<file path="src/rtl/accumulate_sequencer.sv">
// accumulate_sequencer: debounces the Add/Clear pushbuttons and drives the
// accumulator's enable/clear. One Acc_en strobe per debounced Add press,
// operand snapshot in Acc_x, saturating accepted-add count, sticky overflow.
// Optional build macro ACCUMULATE_SEQ_OVF_BLOCK_EN: refuse adds that would
// carry out of the accumulator instead of letting them wrap.
module accumulate_sequencer #(
  parameter int W               = 16,
  parameter int DEBOUNCE_CYCLES = 500000,
  parameter int CNT_W           = 8
) (
  input  logic             Clock,
  input  logic             Reset,
  input  logic             Add_n,
  input  logic             Clear_n,
  input  logic [W-1:0]     X,
  input  logic [W-1:0]     Acc_sum,
  output logic             Acc_en,
  output logic             Acc_clr,
  output logic [W-1:0]     Acc_x,
  output logic [CNT_W-1:0] Count,
  output logic             Overflow,
  output logic             Busy
);

  localparam int DW = (DEBOUNCE_CYCLES > 2) ? $clog2(DEBOUNCE_CYCLES) : 1;
  localparam logic [DW-1:0] DB_LAST = DW'(DEBOUNCE_CYCLES - 1);

  typedef enum logic [1:0] {IDLE, SETTLE, ISSUE, RELEASE} state_t;

  state_t        state, state_nx;
  logic [1:0]    add_sync, clr_sync;
  logic          add_s, clr_s;
  logic [DW-1:0] db_cnt;
  logic          db_clr, db_inc;
  logic          go, take, carry;

  assign add_s = add_sync[1];
  assign clr_s = clr_sync[1];

  // Unsigned a+b overflows W bits exactly when a > ~b; avoids a W+1 adder.
  assign carry = (Acc_sum > ~X);

`ifdef ACCUMULATE_SEQ_OVF_BLOCK_EN
  assign take = go & ~carry;
`else
  assign take = go;
`endif

  // Two-flop synchronizers, preset high so released buttons read idle.
  always_ff @(posedge Clock) begin
    if (Reset) begin
      add_sync <= 2'b11;
      clr_sync <= 2'b11;
    end else begin
      add_sync <= {add_sync[0], Add_n};
      clr_sync <= {clr_sync[0], Clear_n};
    end
  end

  // State register; Busy tracks the registered state.
  always_ff @(posedge Clock) begin
    if (Reset) begin
      state <= IDLE;
      Busy  <= 1'b0;
    end else begin
      state <= state_nx;
      Busy  <= (state_nx != IDLE);
    end
  end

  // Next-state and debounce-counter control; Clear overrides everything.
  always_comb begin
    state_nx = state;
    db_clr   = 1'b0;
    db_inc   = 1'b0;
    go       = 1'b0;
    if (!clr_s) begin
      state_nx = IDLE;
      db_clr   = 1'b1;
    end else begin
      case (state)
        IDLE: if (!add_s) begin
          state_nx = SETTLE;
          db_clr   = 1'b1;
        end
        SETTLE: begin
          if (add_s) state_nx = IDLE;
          else if (db_cnt == DB_LAST) begin
            state_nx = ISSUE;
            go       = 1'b1;
          end else db_inc = 1'b1;
        end
        ISSUE: begin
          state_nx = RELEASE;
          db_clr   = 1'b1;
        end
        RELEASE: begin
          if (!add_s) db_clr = 1'b1;
          else if (db_cnt == DB_LAST) state_nx = IDLE;
          else db_inc = 1'b1;
        end
        default: state_nx = IDLE;
      endcase
    end
  end

  // Datapath-facing registers: strobe, operand snapshot, count, overflow.
  always_ff @(posedge Clock) begin
    if (Reset) begin
      db_cnt   <= '0;
      Acc_en   <= 1'b0;
      Acc_clr  <= 1'b0;
      Acc_x    <= '0;
      Count    <= '0;
      Overflow <= 1'b0;
    end else begin
      Acc_clr <= ~clr_s;
      Acc_en  <= take;
      if (db_clr)      db_cnt <= '0;
      else if (db_inc) db_cnt <= db_cnt + DW'(1);
      if (go) Acc_x <= X;
      if (!clr_s) begin
        Count    <= '0;
        Overflow <= 1'b0;
      end else begin
        if (go && carry) Overflow <= 1'b1;
        if (take && (Count != '1)) Count <= Count + CNT_W'(1);
      end
    end
  end

endmodule
</file>
<file path="config.mk">
export PLATFORM = sky130hd
export DESIGN_NAME = accumulate_sequencer
export DESIGN_NICKNAME = d
export VERILOG_FILES = /design/src/rtl/accumulate_sequencer.sv
export SDC_FILE = /design/constraint.sdc
export NUM_CORES = 1
export LEC_CHECK = 0
export CAP_MARGIN = 20
export CORE_ASPECT_RATIO = 1.1
export CORE_UTILIZATION = 44
export DETAILED_ROUTE_END_ITERATION = 8
export DONT_BUFFER_PORTS = 1
export SLEW_MARGIN = 15
export SYNTH_ARGS = -nofsm -noshare
export SYNTH_HDL_FRONTEND = slang
export SYNTH_SLANG_ARGS = --single-unit
export TNS_END_PERCENT = 20
</file>
<file path="constraint.sdc">
create_clock -name Clock -period 1.8 [get_ports Clock]
set_input_delay 0.36 -clock Clock [delete_from_list [all_inputs] [get_ports Clock]]
set_output_delay 0.36 -clock Clock [all_outputs]
set_load 0.005 [all_outputs]
</file>
==> impl_metrics.csv, run 1 <==
group,metric,value,unit
global_route,grt_max_degree,24,
sta,setup_violations,33,
place,place_inst,439,
worst_setup_path,cp.arrival,2.11,ns
min_path,hold_start,"Reset",
cts,cts_tree,"done",
cts,clock_latency,0.31,ns
worst_setup_path,rr_endpoint,"Count[7]",
sta,finalWorstSetupSlack,-0.106,ns
sta,fin_worst_skew,0.00887,ns
sta,fin_crit_sh,1.06,
run_status,failed_checks,"setup timing",
finish,final_area,3550,sq um
flow_run,cap_violations,0,
cts,hold_buffers,0,
floorplanning,ios,64,
sta,hold_ws,0.111,ns
run_status,status,"finished, violations left",
route,drc,0,
finish,fin_util,0.601,
place,io_buffer_count,0,
synth,synth_top_flop_cell,"dfxtp_1",
power,p_leak,0.00131,uW
sta,hold_viol,0,
finish,drive_gt1_frac,0.304,
synth,synth_seq_cells,53,
finish,layout.nets,435,
route,vias_per_cell,5.56,
floorplanning,die_h,85.1,um
synth,synth_cell_types,47,
power,vdd_ir_drop_max,0.442,mV
min_path,holdCritPathClass,"input port to flop",
global_route,grt_pass1_wl,10.9,mm
synth,netlist_instances,322,
worst_setup_path,crit_fanout,7,
cts,htreeDepth,2,
synth,avgSynthCellArea,8.57,sq um
sta,period_needed,1.91,ns
floorplanning,core-area,5910,sq um
finish,layout_common_cells,"buf_4, dfxtp_1, nand2_1, a21oi_1, ha_1",
cts,clkTransAtPathRegs,0.10,ns
worst_setup_path,r2r_start,"db_cnt[14]",
place,hpwl,4.84,mm
floorplanning,initial_core_util,0.466,
worst_setup_path,max_stage_delay,0.41,ns
route,ant_nets,0,
sta,worst_slew_pin_slew,0.477,ns
synth,seq_area_frac_synth,0.385,
synth,netlist_area,2760,sq um
min_path,holdPathEnd,"Acc_x[2]",
synth,synthesis.nets,380,
sta,slew-limit-headroom,0.674,
finish,final_common_cell,"buf_4",
worst_setup_path,crit_required,2.01,ns
route,wire_per_inst,14.9,um
global_route,grtUsageTotal,0.208,
synth,synth-edff-count,0,
worst_setup_path,critical_path_class,"flop to flop",
global_route,antenna_found_initial,0,
finish,syn_to_final_growth,28.8,%
sta,rsz0062_at_grt,"true",
cts,tritoncts.num_buffers,5,
cts,cts_sinks,53,
worst_setup_path,end_kind,"flop",
floorplanning,die_area,6590,sq um
sta,slew_violations,0,
place,place_area,3220,sq um
worst_setup_path,crit_chain,"or3b_4, or3_4, nor3_4, buf_6, buf_12, and4_1, nor3_1",
worst_setup_path,setup.worst_path.start_class,"flop",
route,wirelength,6.77,mm
worst_setup_path,regToRegSetupSlack,-0.11,ns
global_route,grt_pass1_vias,2362,
global_route,grt-ovfl-total,0,
synth,yosysWarnings,0,
floorplanning,dieWidth,77.5,um
cts,cts_buffer_depth,2,
cts,root_buffer,"clkbuf_8",
worst_setup_path,reg2regPathDepth,7,
worst_setup_path,critPathSlowestCell,"or3b_4",
finish,fin_cells,455,
route,vias,2531,
place,pre_cts_slack,-0.151,ns
place,gp_congestion,0.832,
min_path,worstHoldPathCells,1,
finish,diodes,0,
floorplanning,num_rows,29,
finish,fill_cells,520,
sta,max_freq,525,MHz
power,powerDensity,556,nW/um^2
synth,synth-async-reset-ratio,0,
route,drt_iter0_drc,104,
route,dr.pass1.iters,4,
[power by group]
part           internal (uW)  switching [uW]  total, uW
registers               1180            5.48       1180
logic                   62.1            74.8        137
clock network            271             385        656
[how the worst max path moves through the flow]
stage,endpoint,startpoint,cells past startpoint,slack [ns]
after floorplan,db_cnt[1],db_cnt[13],6,-0.02
after detailed placement,db_cnt[1],db_cnt[14],5,-0.15
after CTS,Count[7],db_cnt[14],6,-0.12
after global routing,Count[7],db_cnt[6],8,-0.17
after global placement,db_cnt[1],db_cnt[14],5,-0.10
final,Count[7],db_cnt[14],7,-0.11
[per-stage QoR]
step	setup TNS (ns)	power [uW]
after floorplan	-0.0231	1300
after global placement	-1.37	1340
after detailed placement	-2.48	1340
after CTS	-1.92	2000
after global routing	-3.76	2060
final	-1.12	1970
[repair_timing]
item / CTS / global route
endpoints found under the hold margin: 0 / 0
cloned: 0 / 1
gates resized for setup: 15 / 24
buffers inserted: 5 / 2
pin swaps: 11 / 9
endpoints found under the setup margin: 42 / 45
[Yosys cell counts, drive strengths merged (4+ instances only)]
cell / n / share of area
or4: 13 / 0.035
or3: 9 / 0.022
clkbuf: 6 / 0.0082
nor2: 13 / 0.018
nand2: 48 / 0.065
o31ai: 10 / 0.027
nand4: 12 / 0.032
ha: 22 / 0.10
nand3: 12 / 0.022
or2: 6 / 0.014
nor3: 5 / 0.015
dfxtp: 53 / 0.38
a21oi: 45 / 0.083
nand2b: 4 / 0.0091
inv: 11 / 0.015
o21ai: 14 / 0.029
o211ai: 4 / 0.016
buf: 4 / 0.012
[flip-flops by register name, summed over array words and instances, names as in the netlist]
register	count
db_cnt	19
Acc_x	16
Count	8
add_sync	2
clr_sync	2
state	2
Acc_clr	1
Acc_en	1
Busy	1
Overflow	1
[final cells by class]
class | count | area [sq um] | area share
multi-input combinational | 248 | 1750 | 0.493
sequential | 53 | 1070 | 0.302
timing repair buffer | 58 | 505 | 0.142
tap | 77 | 96.3 | 0.0271
clock buffer | 6 | 72.6 | 0.0204
inverter | 11 | 43.8 | 0.0123
clock inverter | 2 | 10.0 | 0.00282
[metal layers]
| layer | part of all wire | global-route usage | up-vias |
|---|---|---|---|
| met2 | 0.49 | 0.357 | 55 |
| met1 | 0.45 | 0.259 | 1179 |
| met3 | 0.045 | 0.0387 | 5 |
| met4 | 0.013 | 0.0738 | 0 |
| met5 | 0 | 0 | - |
| li1 | - | - | 1292 |
[cells by family after synthesis]
kind of cell / synth area share
AO/OA/AOI/OAI: 0.189
XOR/XNOR: 0.00953
adder cells (fa/ha/maj): 0.0998
buffers and inverters: 0.0354
flip-flops: 0.385
multiplexers: 0.0113
AND/OR/NAND/NOR: 0.270
[critical path, delay by kind of cell (launching register included)]
| kind | cells | cell delay, ns |
|---|---|---|
| buffers and inverters | 2 | 0.27 |
| DFF | 1 | 0.32 |
| and+or+nand+nor | 5 | 1.21 |
(Power assumes the default switching activity.)
==> run 2: changes to the inputs <==
TNS_END_PERCENT = not set   (was 20)
==> impl_metrics.csv, run 2 (synthesized netlist as in run 1, its figures left out) <==
group,metric,value,unit
finish,top_regs,"db_cnt: 19 flops, Acc_x: 16 flops, Count: 8 flops",
sta,slew-limit-headroom,0.672,
route,drt_iter0_drc,117,
cts,htreeDepth,2,
worst_setup_path,crit_chain,"or3b_4, or3_4, nor3_4, buf_6, buf_12, and4_1, nor3_1",
place,hpwl,4.84,mm
finish,fin_util,0.645,
route,dr.pass1.iters,4,
sta,finalWorstSetupSlack,-0.125,ns
finish,fin_cells,468,
place,pre_cts_slack,-0.151,ns
sta,rsz0062_at_grt,"true",
run_status,status,"finished, violations left",
route,ant_nets,0,
global_route,antenna_found_initial,0,
power,vdd_ir_drop_max,0.442,mV
route,wirelength,7.37,mm
sta,fin_crit_sh,1.07,
finish,syn_to_final_growth,38.3,%
global_route,grt_pass1_vias,2444,
floorplanning,dieWidth,77.5,um
finish,final_area,3810,sq um
finish,layout.nets,448,
sta,setup_tns,-1.96,ns
floorplanning,num_rows,29,
sta,worst_slew_pin_slew,0.479,ns
finish,largest-register,"db_cnt",
sta,fin_worst_skew,0.0103,ns
cts,hold_buffers,0,
worst_setup_path,crit_buf_inv,2,
worst_setup_path,cpLargestDelayFamily,"simple AND/OR/NAND/NOR gates",
finish,drive_gt1_frac,0.373,
floorplanning,die_h,85.1,um
worst_setup_path,crit_required,2.01,ns
global_route,grt_use_met2,0.368,
power,powerDensity,520,nW/um^2
global_route,grt_max_degree,24,
cts,clkTransAtPathRegs,0.10,ns
floorplanning,core-area,5910,sq um
place,place_inst,439,
route,drc,0,
run_status,failed_checks,"setup timing",
global_route,met3_usage,0.0398,
sta,slew_violations,0,
worst_setup_path,end_kind,"flop",
place,gp_congestion,0.832,
route,vias_per_cell,5.68,
worst_setup_path,critPathSlowestCell,"or3b_4",
global_route,grt-ovfl-total,0,
floorplanning,die_area,6590,sq um
place,place_area,3220,sq um
route,wire_per_inst,15.8,um
cts,clock_latency,0.31,ns
finish,final_common_cell,"buf_4",
global_route,grt_pass1_wl,11.1,mm
worst_setup_path,crit_fanout,7,
finish,largest_reg_flops,19,
flow_run,cap_violations,0,
global_route,grtUsageTotal,0.212,
sta,setup_violations,41,
finish,layout_common_cells,"buf_4, nand2_1, dfxtp_1, a21oi_1, ha_1",
floorplanning,initial_core_util,0.466,
cts,tritoncts.num_buffers,5,
sta,hold_viol,0,
floorplanning,ios,64,
cts,cts_tree,"done",
power,p_leak,0.00145,uW
finish,diodes,0,
sta,max_freq,520,MHz
global_route,use_met1,0.258,
cts,cts_buffer_depth,2,
min_path,holdCritPathClass,"input port to flop",
route,vias,2656,
sta,period_needed,1.92,ns
place,io_buffer_count,0,
worst_setup_path,max_stage_delay,0.39,ns
cts,cts_sinks,53,
worst_setup_path,setup.worst_path.start_class,"flop",
worst_setup_path,critical_path_class,"flop to flop",
worst_setup_path,cp.arrival,2.13,ns
global_route,grt_busiest_layer,"met2",
cts,root_buffer,"clkbuf_8",
## run 2: cell types whose count changed in the layout (fill, tap and decap cells not counted), sizes merged
cell / previous run / this run
clkbuf: 7 / 8
buf: 57 / 69
## run 2: metal layers
metal / routed length [um] / part of all wire / up-vias
li1: - / - / 1315
met1: 3230 / 0.44 / 1267
met2: 3670 / 0.50 / 62
met3: 327 / 0.044 / 12
met4: 143 / 0.019 / 0
met5: 0 / 0 / -
## run 2: power by group
| group | leakage (uW) | switching, uW | total, uW | internal [uW] |
|---|---|---|---|---|
| clock | 0.0000450 | 392 | 663 | 271 |
| sequential | 0.000435 | 5.38 | 1180 | 1170 |
| combinational | 0.000971 | 76.7 | 140 | 63.6 |
## run 2: worst paths after layout
| kind | cells after the start | start | to | slack, ns |
|---|---|---|---|---|
| min | 1 | Reset | Acc_x[14] | 0.11 |
| max reg2reg | 7 | db_cnt[14] | Count[7] | -0.12 |
| max | 7 | db_cnt[14] | Count[7] | -0.12 |
| min reg2reg | 1 | clr_sync[0] | clr_sync[1] | 0.42 |
## run 2: repair_timing
item                       CTS  global route
pin swaps                   15            35
cloned                       0             3
setup buffers               12             7
setup endpoints to repair   42            45
gates resized for setup     32            44
## run 2: area by class of cell
type	count	area (sq um)
Fill cell	478	2100
Multi-Input combinational cell	248	1850
Sequential cell	53	1080
Timing Repair Buffer	71	662
Tap cell	77	96.3
Clock buffer	6	72.6
Inverter	11	43.8
Clock inverter	2	10.0
## run 2: stage by stage
stage	total power (uW)	hold WS [ns]
after CTS	2000	0.0982
after global placement	1340	0.395
after global routing	2060	0.0861
after floorplan	1300	0.389
final	1980	0.106
after detailed placement	1340	0.400
## run 2: worst reg2reg max path, delay by kind of cell (launching register included)
family	cells	cell delay, ns
simple gates	5	1.24
flops	1	0.33
buf+inv	2	0.27
==> run 3: changes to the inputs <==
CORE_ASPECT_RATIO = not set   (was 1.1)
CORE_MARGIN = 2   (was not set)
==> impl_metrics.csv, run 3 (synthesized netlist as in run 1, its figures left out) <==
group,metric,value,unit
run_status,status,"finished, violations left",
run_status,failed_checks,"setup timing",
finish,largest_reg_flops,19,
finish,diodes,0,
flow_run,cap_violations,0,
cts,tritoncts.num_buffers,5,
global_route,grt_max_degree,24,
cts,cts_tree,"done",
sta,rsz0062_at_grt,"true",
floorplanning,core-area,5990,sq um
worst_setup_path,crit_chain,"or3b_4, or3_4, buf_6, o211ai_4, buf_6, or4_1, a21oi_1",
worst_setup_path,critical_path_class,"flop to flop",
sta,setup_violations,45,
route,ant_nets,0,
sta,worst_slew_pin_slew,0.489,ns
cts,hold_buffers,0,
finish,top_regs,"db_cnt: 19 flops, Acc_x: 16 flops, Count: 8 flops",
power,powerDensity,537,nW/um^2
worst_setup_path,end_kind,"flop",
route,vias,2632,
finish,layout.nets,450,
worst_setup_path,max_stage_delay,0.41,ns
sta,fin_worst_skew,0.00665,ns
power,p_leak,0.00157,uW
floorplanning,num_rows,28,
sta,fin_crit_sh,1.08,
global_route,grt_pass1_vias,2555,
worst_setup_path,setup.worst_path.start_class,"flop",
worst_setup_path,critPathMostFrequentCell,"buf_6",
cts,clock_latency,0.31,ns
route,drc,0,
sta,finalWorstSetupSlack,-0.144,ns
global_route,grt-ovfl-total,0,
place,pre_cts_slack,-0.116,ns
place,hpwl,4.77,mm
route,wl_met1,3.25,mm
sta,hold_ws,0.105,ns
place,gp_congestion,0.879,
route,dr.pass1.iters,5,
cts,cts_buffer_depth,2,
floorplanning,dieWidth,83.2,um
finish,final_common_cell,"buf_4",
min_path,holdCritPathClass,"input port to flop",
floorplanning,die_h,83.2,um
floorplanning,die_area,6920,sq um
worst_setup_path,crit_fanout,6,
route,wl_met2,3.74,mm
route,drt_iter0_drc,94,
global_route,antenna_found_initial,0,
floorplanning,ios,64,
sta,slew_violations,0,
route,wl_met3,263,um
cts,clkTransAtPathRegs,0.10,ns
sta,hold_viol,0,
finish,fill_cells,476,
power,vdd_ir_drop_max,0.407,mV
sta,slew-limit-headroom,0.666,
sta,max_freq,514,MHz
floorplanning,initial_core_util,0.461,
worst_setup_path,cpLargestDelayFamily,"simple AND/OR/NAND/NOR gates",
cts,cts_sinks,53,
finish,layout_common_cells,"buf_4, dfxtp_1, nand2_1, a21oi_2, a21oi_1",
worst_setup_path,cp.arrival,2.14,ns
finish,largest-register,"db_cnt",
finish,drive_gt1_frac,0.450,
sta,period_needed,1.94,ns
route,wire_per_inst,15.7,um
route,wirelength,7.36,mm
worst_setup_path,critPathSlowestCell,"or3b_4",
cts,htreeDepth,2,
cts,root_buffer,"clkbuf_8",
global_route,grt_pass1_wl,11.8,mm
global_route,grtUsageTotal,0.200,
worst_setup_path,crit_required,2.00,ns
place,io_buffer_count,0,
route,vias_per_cell,5.62,
route,highest_layer,"met4",
finish,syn_to_final_growth,45.6,%
worst_setup_path,crit_buf_inv,2,
==> run 3: area by class of cell <==
cell class	instances	area (sq um)	share of cell area
multi-input cells	248	2010	0.500
flip-flops and latches	53	1070	0.268
repair buffers	73	682	0.170
well taps	75	93.8	0.0234
clock buffers	5	68.8	0.0171
clock inverters	3	46.3	0.0115
inverters	11	41.3	0.0103
==> run 3: path summary, 6_finish.rpt <==
path               startpoint           to  slack [ns]  depth (start not counted)
hold / removal          Reset     Acc_x[0]        0.10                          1
hold reg to reg   clr_sync[0]  clr_sync[1]        0.42                          1
setup / recovery   db_cnt[14]   db_cnt[16]       -0.14                          7
setup reg to reg   db_cnt[14]   db_cnt[16]       -0.14                          7
==> run 3: timing repair <==
item	in CTS	in global routing
hold endpoints to repair	0	0
setup buffers	21	4
pin swaps	11	55
endpoints found under the setup margin	42	46
cloned	1	2
resized for setup	25	87
==> run 3: routing by layer <==
layer / track usage / vias to the layer above
met5: 0 / -
met4: 0.0447 / 0
met3: 0.0388 / 10
met2: 0.348 / 37
met1: 0.257 / 1261
li1: - / 1324
==> run 3: worst register-to-register path, stage by stage, from the launching register on <==
cell and delay (ns):
dfxtp_2 0.33, or3b_4 0.41, or3_4 0.39, buf_6 0.15, o211ai_4 0.22, buf_6 0.17, or4_1 0.11, a21oi_1 0.06
==> run 3: through the flow <==
step                total power, uW  TNS, ns  instances   util  area (sq um)
finish                         2160    -2.98        468  0.670          4020
global route                   2240    -6.46        468  0.670          4020
CTS                            2170    -2.35        463  0.603          3610
detailed placement             1340    -1.82        433  0.534          3200
global placement               1330   -0.856        433  0.534          3200
floorplan                      1300  -0.0231        322      -          2800
==> run 3: power breakdown <==
part           switching, uW  total [uW]  leakage (uW)  internal (uW)
clock network            420         837     0.0000543            417
registers               4.99        1180      0.000433           1180
logic                   75.4         138       0.00108           63.0
